==> src/rtl/prom_loader.sv <==
// UART-fed PROM loader: parses SYNC/ADDR/COUNT/payload/CSUM frames and issues
// one PROM write per assembled little-endian word, with checksum and idle timeout.
module prom_loader #(
  parameter int WORD_BYTES     = 2,
  parameter int ROM_WORDS      = 16,
  parameter int TIMEOUT_CYCLES = 1024,
  localparam int ADDR_BITS     = $clog2(ROM_WORDS),
  localparam int DATA_BITS     = 8 * WORD_BYTES
) (
  input  logic                 clk,
  input  logic                 reset_n,
  input  logic                 enable_i,
  input  logic [7:0]           rx_data_i,
  input  logic                 rx_ready_i,
  output logic                 wr_en_o,
  output logic [ADDR_BITS-1:0] wr_addr_o,
  output logic [DATA_BITS-1:0] wr_data_o,
  output logic                 busy_o,
  output logic                 done_o,
  output logic [1:0]           error_o
);

  localparam int TO_BITS = $clog2(TIMEOUT_CYCLES) + 1;
  localparam logic [7:0] SYNC_BYTE = 8'hA5;

  typedef enum logic [2:0] {IDLE, ADDR, COUNT, DATA, CSUM} state_t;

  state_t               state_reg;
  logic [1:0]           rst_sync_reg;
  logic                 rst_core_n;
  logic [ADDR_BITS-1:0] ptr_reg;
  logic [DATA_BITS-1:0] word_reg;
  logic [DATA_BITS-1:0] word_next;
  logic [1:0]           byte_idx_reg;
  logic [7:0]           words_left_reg;
  logic [7:0]           csum_reg;
  logic [7:0]           csum_next;
  logic [TO_BITS-1:0]   idle_cnt_reg;
  logic                 wr_en_reg;
  logic [ADDR_BITS-1:0] wr_addr_reg;
  logic [DATA_BITS-1:0] wr_data_reg;
  logic                 done_reg;
  logic [1:0]           error_reg;

  // Assertion clears everything at once; release reaches the core two edges later.
  always_ff @(posedge clk or negedge reset_n) begin
    if (!reset_n) rst_sync_reg <= 2'b00;
    else          rst_sync_reg <= {rst_sync_reg[0], 1'b1};
  end
  assign rst_core_n = rst_sync_reg[1];

  assign csum_next = csum_reg + rx_data_i;

  genvar gi;
  generate
    for (gi = 0; gi < WORD_BYTES; gi++) begin : g_lane
      assign word_next[8*gi +: 8] = (byte_idx_reg == 2'(gi)) ? rx_data_i : word_reg[8*gi +: 8];
    end
  endgenerate

  always_ff @(posedge clk or negedge rst_core_n) begin
    if (!rst_core_n) begin
      state_reg      <= IDLE;
      ptr_reg        <= '0;
      word_reg       <= '0;
      byte_idx_reg   <= '0;
      words_left_reg <= '0;
      csum_reg       <= '0;
      idle_cnt_reg   <= '0;
      wr_en_reg      <= 1'b0;
      wr_addr_reg    <= '0;
      wr_data_reg    <= '0;
      done_reg       <= 1'b0;
      error_reg      <= 2'd0;
    end else begin
      wr_en_reg <= 1'b0;
      done_reg  <= 1'b0;
      if (!enable_i) begin
        state_reg    <= IDLE;
        idle_cnt_reg <= '0;
      end else if (rx_ready_i) begin
        idle_cnt_reg <= '0;
        case (state_reg)
          IDLE: begin
            if (rx_data_i == SYNC_BYTE) begin
              state_reg <= ADDR;
              error_reg <= 2'd0;
              csum_reg  <= '0;
            end
          end
          ADDR: begin
            ptr_reg   <= rx_data_i[ADDR_BITS-1:0];
            csum_reg  <= csum_next;
            state_reg <= COUNT;
          end
          COUNT: begin
            words_left_reg <= rx_data_i;
            csum_reg       <= csum_next;
            byte_idx_reg   <= '0;
            state_reg      <= (rx_data_i == 8'd0) ? CSUM : DATA;
          end
          DATA: begin
            csum_reg <= csum_next;
            word_reg <= word_next;
            if (byte_idx_reg == 2'(WORD_BYTES - 1)) begin
              byte_idx_reg   <= '0;
              wr_en_reg      <= 1'b1;
              wr_addr_reg    <= ptr_reg;
              wr_data_reg    <= word_next;
              ptr_reg        <= ptr_reg + 1'b1;
              words_left_reg <= words_left_reg - 8'd1;
              if (words_left_reg == 8'd1) state_reg <= CSUM;
            end else begin
              byte_idx_reg <= byte_idx_reg + 2'd1;
            end
          end
          CSUM: begin
            state_reg <= IDLE;
            if (csum_next == 8'd0) done_reg  <= 1'b1;
            else                   error_reg <= 2'd1;
          end
          default: state_reg <= IDLE;
        endcase
      end else if (state_reg != IDLE) begin
        if (idle_cnt_reg == TO_BITS'(TIMEOUT_CYCLES - 1)) begin
          state_reg    <= IDLE;
          error_reg    <= 2'd2;
          idle_cnt_reg <= '0;
        end else begin
          idle_cnt_reg <= idle_cnt_reg + 1'b1;
        end
      end
    end
  end

  assign wr_en_o   = wr_en_reg;
  assign wr_addr_o = wr_addr_reg;
  assign wr_data_o = wr_data_reg;
  assign busy_o    = (state_reg != IDLE);
  assign done_o    = done_reg;
  assign error_o   = error_reg;

endmodule

==> config.mk <==
export PLATFORM = sky130hd
export DESIGN_NAME = prom_loader
export DESIGN_NICKNAME = d
export VERILOG_FILES = /design/src/rtl/prom_loader.sv
export SDC_FILE = /design/constraint.sdc
export NUM_CORES = 1
export LEC_CHECK = 0
export BUFFER_PORTS_ARGS = -buffer_cell sky130_fd_sc_hd__buf_2
export CORE_MARGIN = 5
export CORE_UTILIZATION = 40
export CTS_BUF_LIST = sky130_fd_sc_hd__clkbuf_4
export DETAILED_ROUTE_END_ITERATION = 16
export PLACE_DENSITY_LB_ADDON = 0.1
export SLEW_MARGIN = 25
export SYNTH_ARGS = -nofsm -noshare
export SYNTH_HDL_FRONTEND = slang
export SYNTH_SLANG_ARGS = --single-unit
==> constraint.sdc <==
create_clock -name clk -period 2.3 [get_ports clk]
set_input_delay 0.23 -clock clk [delete_from_list [all_inputs] [get_ports clk]]
set_output_delay 0.23 -clock clk [all_outputs]
set_load 0.05 [all_outputs]
==> results of run 1 <==
-- metrics by stage --
stage	area (sq um)	hold WS (ns)	total power, W	instances	setup slack [ns]
2_1_floorplan	3440	-0.0656	0.00297	363	-0.154
3_3_place_gp	3950	0.0151	0.00353	523	-0.291
3_5_place_dp	3950	0.0160	0.00354	523	-0.326
4_1_cts	4120	0.0621	0.00430	543	-0.338
5_1_grt	4130	0.0449	0.00463	544	-0.379
6_report	4130	0.0901	0.00428	544	-0.297
-- cell usage in the layout, fill, tap and decap left out, drive strengths merged, types with 4 or more instances in the layout --
cell type / netlist / routed
xor2: 5 / 5
nand2b: 4 / 4
mux2: 14 / 14
o21ai: 34 / 34
a31oi: 4 / 4
a22o: 7 / 7
nand2: 90 / 90
nor3: 6 / 6
o31ai: 4 / 4
ha: 11 / 11
nand3: 7 / 7
dfrtp: 70 / 70
buf: 0 / 70
a21oi: 16 / 16
clkbuf: 11 / 9
inv: 10 / 11
clkinv: 0 / 5
nor2: 21 / 21
-- worst max-delay path: cells and delay by family (launching register included) --
| family | cells | cell delay (ns) |
|---|---|---|
| flops | 1 | 0.40 |
| mux | 1 | 0.32 |
| simple gates | 2 | 0.66 |
| xor+xnor | 1 | 0.18 |
| compound gates | 2 | 0.41 |
| fa+ha+maj | 2 | 0.53 |
-- power by group through the flow --
stage	sequential [W]	clock [W]	combinational, W
floorplan	0.00202	0	0.000950
global placement	0.00182	0	0.00171
detailed placement	0.00183	0	0.00171
CTS	0.00180	0.000719	0.00178
global route	0.00185	0.000797	0.00198
finish	0.00181	0.000690	0.00179
-- final timing paths --
path / from / end
max: csum_reg[0] / error_o[1]
min: reset_n / rst_sync_reg[1]
max reg2reg: csum_reg[0] / error_o[1]
min reg2reg: rst_sync_reg[1] / csum_reg[5]
max in group asynchronous: rst_sync_reg[1] / words_left_reg[3]
min in group clk: rx_data_i[7] / wr_data_o[15]
-- logic make-up (layout without fill, tap and decap cells) --
| family | count (synthesis) | after routing | share of synthesized area (%) |
|---|---|---|---|
| AO/OA/AOI/OAI | 85 | 85 | 15.5 |
| AND/OR/NAND/NOR | 153 | 153 | 20.2 |
| adder cells (fa/ha/maj) | 12 | 12 | 4.59 |
| flip-flops | 70 | 70 | 50.9 |
| XOR/XNOR | 7 | 7 | 1.78 |
| multiplexers | 14 | 14 | 4.59 |
| buffers and inverters | 21 | 97 | 2.29 |
| other | 1 | 1 | 0.109 |
-- metal layers --
| layer | vias up | GRT usage, % | part of all wire (%) |
|---|---|---|---|
| met3 | 10 | 4.40 | 4.2 |
| met2 | 44 | 24.7 | 44 |
| met5 | - | 0 | 0 |
| li1 | 1418 | - | - |
| met1 | 1336 | 23.4 | 50 |
| met4 | 0 | 5.35 | 1.2 |
-- repair_timing --
action,4_1_cts,5_1_grt
gates resized for setup,3,1
setup endpoints to repair,3,4
pin swaps,3,2
setup buffers,4,1
hold buffers,1,0
hold endpoints to repair,2,0
-- layout make-up --
class                      instances  area (sq um)  share of cell area [%]
clock buffer                       9          67.6                    1.64
multi-input combinational        272          1630                    39.5
timing repair buffer              71           458                    11.1
inverter                          10          37.5                   0.910
sequential                        70          1750                    42.5
tap                              105           131                    3.18
clock inverter                     7          48.8                    1.18
==> results.yml, run 1 <==
status:
  run_status: "finished with violations"
  violations: "negative setup slack"
critical_path:
  critPathMaxFanout: 2
  setup.reg_to_reg.worst_slack_ns: -0.30
  crit_required_ns: 2.62
  setup.worst_path.start_class: "flop"
  cpPeakStageDelay_ns: 0.53
  crit_path_slowest_cell: "sky130_fd_sc_hd__or4b_4"
  path_cells: "ha_2 > fa_2 > xor2_1 > or4b_4 > a21oi_2 > nand4b_1 > o31a_1 > mux2_1"
  worstSetupEndpointType: "flop"
  reg2reg_depth: 8
  crit_type: "flop to flop"
  timing.critical_path.arrival_ns: 2.91
cells_and_area:
  layout.nets: 458
  fillCellCount: 795
  drive_above_1_share_pct: 24.6
  area_growth_syn_to_layout_pct: 20.0
  final_core_utilization_pct: 49.7
  diodes: 0
  largest_register_ff_count: 16
drt:
  routed-via-count: 2808
  detailedRoute.firstIterationViolations: 145
  post_drt_wl_per_cell_um: 14.7
  viasPerCell: 5.16
  drt_wl_total_um: 8010
  final_antenna_net_count: 0
  drc: 0
  number_of_iterations_in_the_first_detailed_routing_pass: 4
power_and_ir_drop:
  power.leakage_nw: 2.08
  clockPowerShare_pct: 16.1
  portion_of_total_power_attributed_to_sequential_cells_pct: 42.2
  power_density_nw_per_um2: 1040
  p_switching_w: 0.00173
  vdd_ir_max_v: 0.000501
  swShare_pct: 40.4
  comb_power_share_pct: 41.7
  power_report.internal_total_w: 0.00255
synth:
  synth_top_cells_by_count: "90 x sky130_fd_sc_hd__nand2_1, 70 x sky130_fd_sc_hd__dfrtp_1, 34 x sky130_fd_sc_hd__o21ai_0"
  top_cells_by_area_in_the_synthesized_netlist: "sky130_fd_sc_hd__dfrtp_1 51%, sky130_fd_sc_hd__nand2_1 9.8%, sky130_fd_sc_hd__o21ai_0 4.9%, sky130_fd_sc_hd__ha_1 4.0%, sky130_fd_sc_hd__mux2_2 3.9%"
  async_reset_ff_share_pct: 100
  dominantRegCellSynth: "sky130_fd_sc_hd__dfrtp_1"
  synth.avg_cell_area_sq_um: 9.47
  ys.warnings.count: 0
  synth.lib_cells_used.distinct: 47
  netlist_area_sq_um: 3440
  synthDominantAreaCellType: "sky130_fd_sc_hd__dfrtp_1"
  synth_fp_nets: 387
  synth.ff_latch_count: 70
  post_synth_inst_count: 363
  synth.most_common_cell: "sky130_fd_sc_hd__nand2_1"
  synth-seq-area-share_pct: 50.9
  yosysTopAreaCellShare_pct: 50.9
  synth_edf_count: 0
floorplan:
  area_of_the_die_sq_um: 10600
  floorplan.die.height_um: 103
  initial_utilization_pct: 41.4
  core.rowCount: 33
  chipWidth_um: 103
  design.portCount: 37
  core_area_sq_um: 8300
global_routing:
  grt.overflow.total: 0
  grt_pass1_wl_um: 13400
  grt_antenna_before_repair: 0
  grt_start_max_net_pins: 32
  grt_usage_pct: 16.5
  vias_in_the_first_global_route: 2699
cts:
  max_clock_buf_depth: 2
  numClockSinks: 70
  clockRootBuffer: "sky130_fd_sc_hd__clkbuf_4"
  cts-buffers-inserted: 9
  clock_insertion_delay_worst_skew_ns: 0.42
  cts-htree-levels: 3
  worst_setup_hold_path_clk_slew_ns: 0.12
  cts_tree: "yes"
sta:
  hold_viol: 0
  finClkSkew_ns: 0.0172
  fin_crit_sh_pct: 113
  final.setup.tns_ns: -0.652
  worst_slew_pin_slew_ns: 0.653
  max_freq_mhz: 385
  slew_headroom_pct: 56.4
  rsz0062_at_grt: "true"
  fin_ws_ns: -0.297
  finalSetupViolCount: 3
  final-max-slew-violation-count: 0
  period_minus_slack_ns: 2.60
min_path:
  worstHoldPathType: "input port to asynchronous set/reset pin"
place:
  port_buffers: 36
  globalplace.congestion: 0.894
  dp_hpwl_um: 5920
run:
  cap_viol_max_count: 0
Power figures use the tool's default switching activity.
==> run 2: changes to the inputs <==
BUFFER_PORTS_ARGS = -buffer_cell sky130_fd_sc_hd__buf_4   (was -buffer_cell sky130_fd_sc_hd__buf_2)
==> results.yml, run 2 (synthesis results as in run 1) <==
status:
  run_status: "finished with violations"
  violations: "negative setup slack"
sta:
  rsz0062_at_grt: "true"
  hold_viol: 0
  worst_slew_pin_slew_ns: 0.573
  finClkSkew_ns: 0.0120
  fin_crit_sh_pct: 114
  finalSetupViolCount: 3
  slew_headroom_pct: 61.8
  fin_ws_ns: -0.311
  period_minus_slack_ns: 2.61
  final-max-slew-violation-count: 0
  max_freq_mhz: 383
floorplan:
  initial_utilization_pct: 41.4
  design.portCount: 37
  area_of_the_die_sq_um: 10600
  floorplan.die.height_um: 103
  chipWidth_um: 103
  core_area_sq_um: 8300
  core.rowCount: 33
cells_and_area:
  layout.nets: 452
  layout.cells.non_filler: 538
  drive_above_1_share_pct: 23.3
  final_core_utilization_pct: 50.7
  finish.instance_area_sq_um: 4210
  mostFrequentLayoutCell: "sky130_fd_sc_hd__nand2_1"
  most-common-layout-cells: "90 x sky130_fd_sc_hd__nand2_1, 69 x sky130_fd_sc_hd__dfrtp_1, 64 x sky130_fd_sc_hd__buf_4"
  area_growth_syn_to_layout_pct: 22.4
  largest_register_ff_count: 16
  diodes: 0
min_path:
  worstHoldPathType: "input port to flop"
  hold-path-cell-count: 3
  hold_start: "rx_data_i[3]"
  hold-path-endpoint: "wr_data_o[11]"
drt:
  topRoutingLayerUsed: "met4"
  routed-via-count: 2816
  m1WireLength_um: 3910
  post_drt_wl_per_cell_um: 15.1
  viasPerCell: 5.23
  met2RoutedLength_um: 3690
  number_of_iterations_in_the_first_detailed_routing_pass: 4
  wl_met3_um: 363
  final_antenna_net_count: 0
  drc: 0
  detailedRoute.firstIterationViolations: 96
  drt_wl_total_um: 8110
global_routing:
  vias_in_the_first_global_route: 2719
  grt.overflow.total: 0
  grt_start_max_net_pins: 25
  grt_pass1_wl_um: 13300
  grt_antenna_before_repair: 0
  grt_usage_pct: 16.4
cts:
  clock_insertion_delay_worst_skew_ns: 0.43
  cts_tree: "yes"
  cts-htree-levels: 3
  numClockSinks: 70
  cts-buffers-inserted: 9
  clockRootBuffer: "sky130_fd_sc_hd__clkbuf_4"
  max_clock_buf_depth: 2
  worst_setup_hold_path_clk_slew_ns: 0.12
critical_path:
  timing.critical_path.arrival_ns: 2.94
  critPathMaxFanout: 2
  reg2reg_depth: 8
  cp_top_family: "simple AND/OR/NAND/NOR gates"
  crit_required_ns: 2.63
  cpPeakStageDelay_ns: 0.54
  setup.reg_to_reg.worst_slack_ns: -0.31
  total_number_of_cells_along_the_worst_setup_path: 8
  crit-reg2reg-launch: "csum_reg[0]"
  setup.worst_path.start_class: "flop"
  path_buf_inv: 0
  crit_path_slowest_cell: "sky130_fd_sc_hd__or4b_4"
  path_cells: "ha_2 > fa_2 > xor2_1 > or4b_4 > a21oi_2 > nand4b_1 > o31a_1 > mux2_1"
  worstSetupEndpointType: "flop"
  crit_type: "flop to flop"
  reg2reg_capture_point: "error_o[0]"
power_and_ir_drop:
  comb_power_share_pct: 40.0
  power.leakage_nw: 2.08
  power_report.internal_total_w: 0.00280
  power_density_nw_per_um2: 1080
  portion_of_total_power_attributed_to_sequential_cells_pct: 39.7
  swShare_pct: 38.3
  clockPowerShare_pct: 20.3
  p_switching_w: 0.00173
  vdd_ir_max_v: 0.000452
run:
  cap_viol_max_count: 0
place:
  dp_hpwl_um: 5790
  placement.cell_area_sq_um: 4010
  globalplace.congestion: 0.803
  port_buffers: 36
  place.detailed.instances: 520
run 2: changes by cell type in the layout (fill, tap and decap cells not counted):
cell	before	now
sky130_fd_sc_hd__mux2_1	2	1
sky130_fd_sc_hd__mux2_4	0	1
sky130_fd_sc_hd__clkinv_1	0	1
sky130_fd_sc_hd__buf_12	1	0
sky130_fd_sc_hd__buf_2	36	0
sky130_fd_sc_hd__bufinv_16	0	2
sky130_fd_sc_hd__a21oi_1	14	15
sky130_fd_sc_hd__buf_4	33	64
sky130_fd_sc_hd__clkinv_2	3	0
sky130_fd_sc_hd__a21oi_2	2	1
run 2: routing by layer:
metal | vias to the layer above | track usage (%)
met3 | 13 | 4.94
met2 | 51 | 25.2
met5 | - | 0
met1 | 1345 | 22.0
met4 | 0 | 5.55
li1 | 1407 | -
run 2: per-stage QoR:
| stage | TNS (ns) | worst slack (ns) | total power (W) | hold WS, ns |
|---|---|---|---|---|
| after floorplan | -0.309 | -0.154 | 0.00297 | -0.0656 |
| after global placement | -0.666 | -0.303 | 0.00357 | 0.0131 |
| after detailed placement | -0.768 | -0.334 | 0.00360 | 0.0163 |
| after CTS | -0.713 | -0.333 | 0.00455 | 0.0330 |
| after global routing | -0.972 | -0.414 | 0.00485 | 0.0302 |
| final | -0.654 | -0.311 | 0.00453 | 0.0520 |
run 2: what timing repair did:
action,4_1_cts,5_1_grt
hold buffers,1,0
setup endpoints to repair,3,3
buffers inserted,0,1
pin swaps,0,0
resized for setup,1,3
hold endpoints to repair,2,0
run 2: power groups by stage:
stage          registers, W  clock network, W  logic (W)
4_1_cts             0.00180          0.000952    0.00179
6_report            0.00180          0.000918    0.00181
2_1_floorplan       0.00202                 0   0.000950
3_3_place_gp        0.00182                 0    0.00176
5_1_grt             0.00185           0.00101    0.00199
3_5_place_dp        0.00183                 0    0.00177
run 2: area by class of cell:
type / count / area [sq um]
clock buffers: 9 / 67.6
clock inverters: 7 / 97.6
fillers: 786 / 4090
inverters: 10 / 37.5
multi-input cells: 272 / 1630
flip-flops and latches: 70 / 1750
well taps: 105 / 131
repair buffers: 65 / 490
run 2: how the worst max path moves through the flow:
stage	start	end	slack [ns]
after CTS	csum_reg[0]	error_o[1]	-0.33
after global routing	csum_reg[0]	error_o[0]	-0.41
after floorplan	csum_reg[0]	error_o[0]	-0.15
after global placement	rx_data_i[0]	error_o[0]	-0.30
after detailed placement	rx_data_i[0]	error_o[1]	-0.33
final	csum_reg[0]	error_o[0]	-0.31
run 2: worst reg2reg max path: cells and delay by family, from the launching register on:
| family | cells | cell delay (ns) |
|---|---|---|
| muxes | 1 | 0.31 |
| adders and majority gates | 2 | 0.54 |
| and+or+nand+nor | 2 | 0.67 |
| DFF | 1 | 0.40 |
| xor gates and xnor gates | 1 | 0.19 |
| AOI/OAI and AO/OA | 2 | 0.43 |
==> run 3: changes to the inputs <==
clock period = 3.1 ns   (was 2.3 ns; I/O delays follow)
==> results.yml, run 3 (synthesis results as in run 1) <==
cells_and_area:
  most-common-layout-cells: "90 x sky130_fd_sc_hd__nand2_1, 69 x sky130_fd_sc_hd__dfrtp_1, 40 x sky130_fd_sc_hd__buf_4"
  drive_above_1_share_pct: 17.6
  layout.cells.non_filler: 514
  mostFrequentLayoutCell: "sky130_fd_sc_hd__nand2_1"
  layout.nets: 428
  diodes: 0
  largest_register_ff_count: 16
  area_growth_syn_to_layout_pct: 16.6
cts:
  numClockSinks: 70
  max_clock_buf_depth: 2
  clock_insertion_delay_worst_skew_ns: 0.44
  clockRootBuffer: "sky130_fd_sc_hd__clkbuf_4"
  worst_setup_hold_path_clk_slew_ns: 0.15
  cts-buffers-inserted: 9
  cts_tree: "yes"
  cts-htree-levels: 3
  cts_hold_buffers: 1
  ctsResizeCount: 0
  postCtsSetupRepairBufs: 0
drt:
  routed-via-count: 2727
  detailedRoute.firstIterationViolations: 124
  drc: 0
  drt_wl_total_um: 7890
  post_drt_wl_per_cell_um: 15.4
  viasPerCell: 5.31
  number_of_iterations_in_the_first_detailed_routing_pass: 4
  final_antenna_net_count: 0
critical_path:
  critPathMaxFanout: 2
  timing.critical_path.arrival_ns: 3.05
  setup.worst_path.start_class: "flop"
  crit_type: "flop to flop"
  crit_required_ns: 3.42
  crit_path_slowest_cell: "sky130_fd_sc_hd__or4b_1"
  reg2reg_depth: 8
  path_cells: "ha_1 > fa_1 > xor2_1 > or4b_1 > a21oi_1 > nand4b_1 > o31a_1 > mux2_1"
  cpPeakStageDelay_ns: 0.53
  worstSetupEndpointType: "flop"
global_routing:
  grt_pass1_wl_um: 13500
  vias_in_the_first_global_route: 2759
  grt_start_max_net_pins: 36
  grt_antenna_before_repair: 0
  grt_usage_pct: 16.5
  grt.overflow.total: 0
floorplan:
  core_area_sq_um: 8300
  design.portCount: 37
  core.rowCount: 33
  chipWidth_um: 103
  floorplan.die.height_um: 103
  area_of_the_die_sq_um: 10600
  initial_utilization_pct: 41.4
sta:
  worst_slew_pin_slew_ns: 0.784
  max_freq_mhz: 367
  fin_crit_sh_pct: 88.0
  final.setup.tns_ns: 0
  finClkSkew_ns: 0.0275
  hold_viol: 0
  final-max-slew-violation-count: 0
  finalSetupViolCount: 0
  period_minus_slack_ns: 2.73
  rsz0062_at_grt: "false"
  slew_headroom_pct: 47.7
min_path:
  worstHoldPathType: "input port to flop"
  hold-path-cell-count: 3
power_and_ir_drop:
  vdd_ir_max_v: 0.000359
  power_density_nw_per_um2: 799
  power.leakage_nw: 1.96
place:
  globalplace.congestion: 0.845
  port_buffers: 36
  dp_hpwl_um: 5460
  place.detailed.instances: 497
status:
  run_status: "finished clean"
run:
  cap_viol_max_count: 0
[run 3: where the power goes]
| part | internal (W) | leakage [nW] | switching, W |
|---|---|---|---|
| clock network | 0.000336 | 0.0875 | 0.000372 |
| registers | 0.00116 | 0.924 | 0.000205 |
| logic | 0.000448 | 0.950 | 0.000686 |
| total | 0.00194 | 1.96 | 0.00126 |
[run 3: metal layers]
metal	vias up	track usage [%]	part of all wire, %
li1	1351	-	-
met3	15	3.04	4.7
met2	52	25.0	44
met5	-	0	0
met4	0	6.86	2.0
met1	1309	23.2	49
[run 3: through the flow]
stage	instance area (sq um)	total power [W]	setup WS, ns	hold slack, ns	utilization (%)
after global placement	3830	0.00249	0.316	0.0940	46.1
after CTS	4010	0.00323	0.369	0.121	48.3
after floorplan	3440	0.00220	0.572	0.0144	-
final	4010	0.00320	0.373	0.131	48.3
after global routing	4010	0.00345	0.168	0.121	48.3
after detailed placement	3830	0.00251	0.295	0.0947	46.1
[run 3: worst paths after layout]
kind	slack, ns	endpoint	start
worst max-delay path	0.37	error_o[0]	csum_reg[0]
worst min-delay path	0.13	wr_data_o[12]	rx_data_i[4]
worst max register to register	0.37	error_o[0]	csum_reg[0]
worst min register to register	0.35	wr_data_o[10]	rst_sync_reg[1]
max in group asynchronous	2.00	idle_cnt_reg[8]	rst_sync_reg[1]
min in group asynchronous	0.18	rst_sync_reg[1]	reset_n
[run 3: final cells by class]
type | count | area, sq um
well taps | 105 | 131
clock buffers | 9 | 67.6
fillers | 818 | 4290
repair buffers | 41 | 310
inverters | 10 | 37.5
multi-input cells | 272 | 1610
flip-flops and latches | 70 | 1750
clock inverters | 7 | 103
[run 3: worst max-delay path, delay by kind of cell (launching register included)]
kind | cells | cell delay [ns]
adders and majority gates | 2 | 0.62
AOI/OAI and AO/OA | 2 | 0.43
xor gates and xnor gates | 1 | 0.19
muxes | 1 | 0.31
and+or+nand+nor | 2 | 0.67
DFF | 1 | 0.42
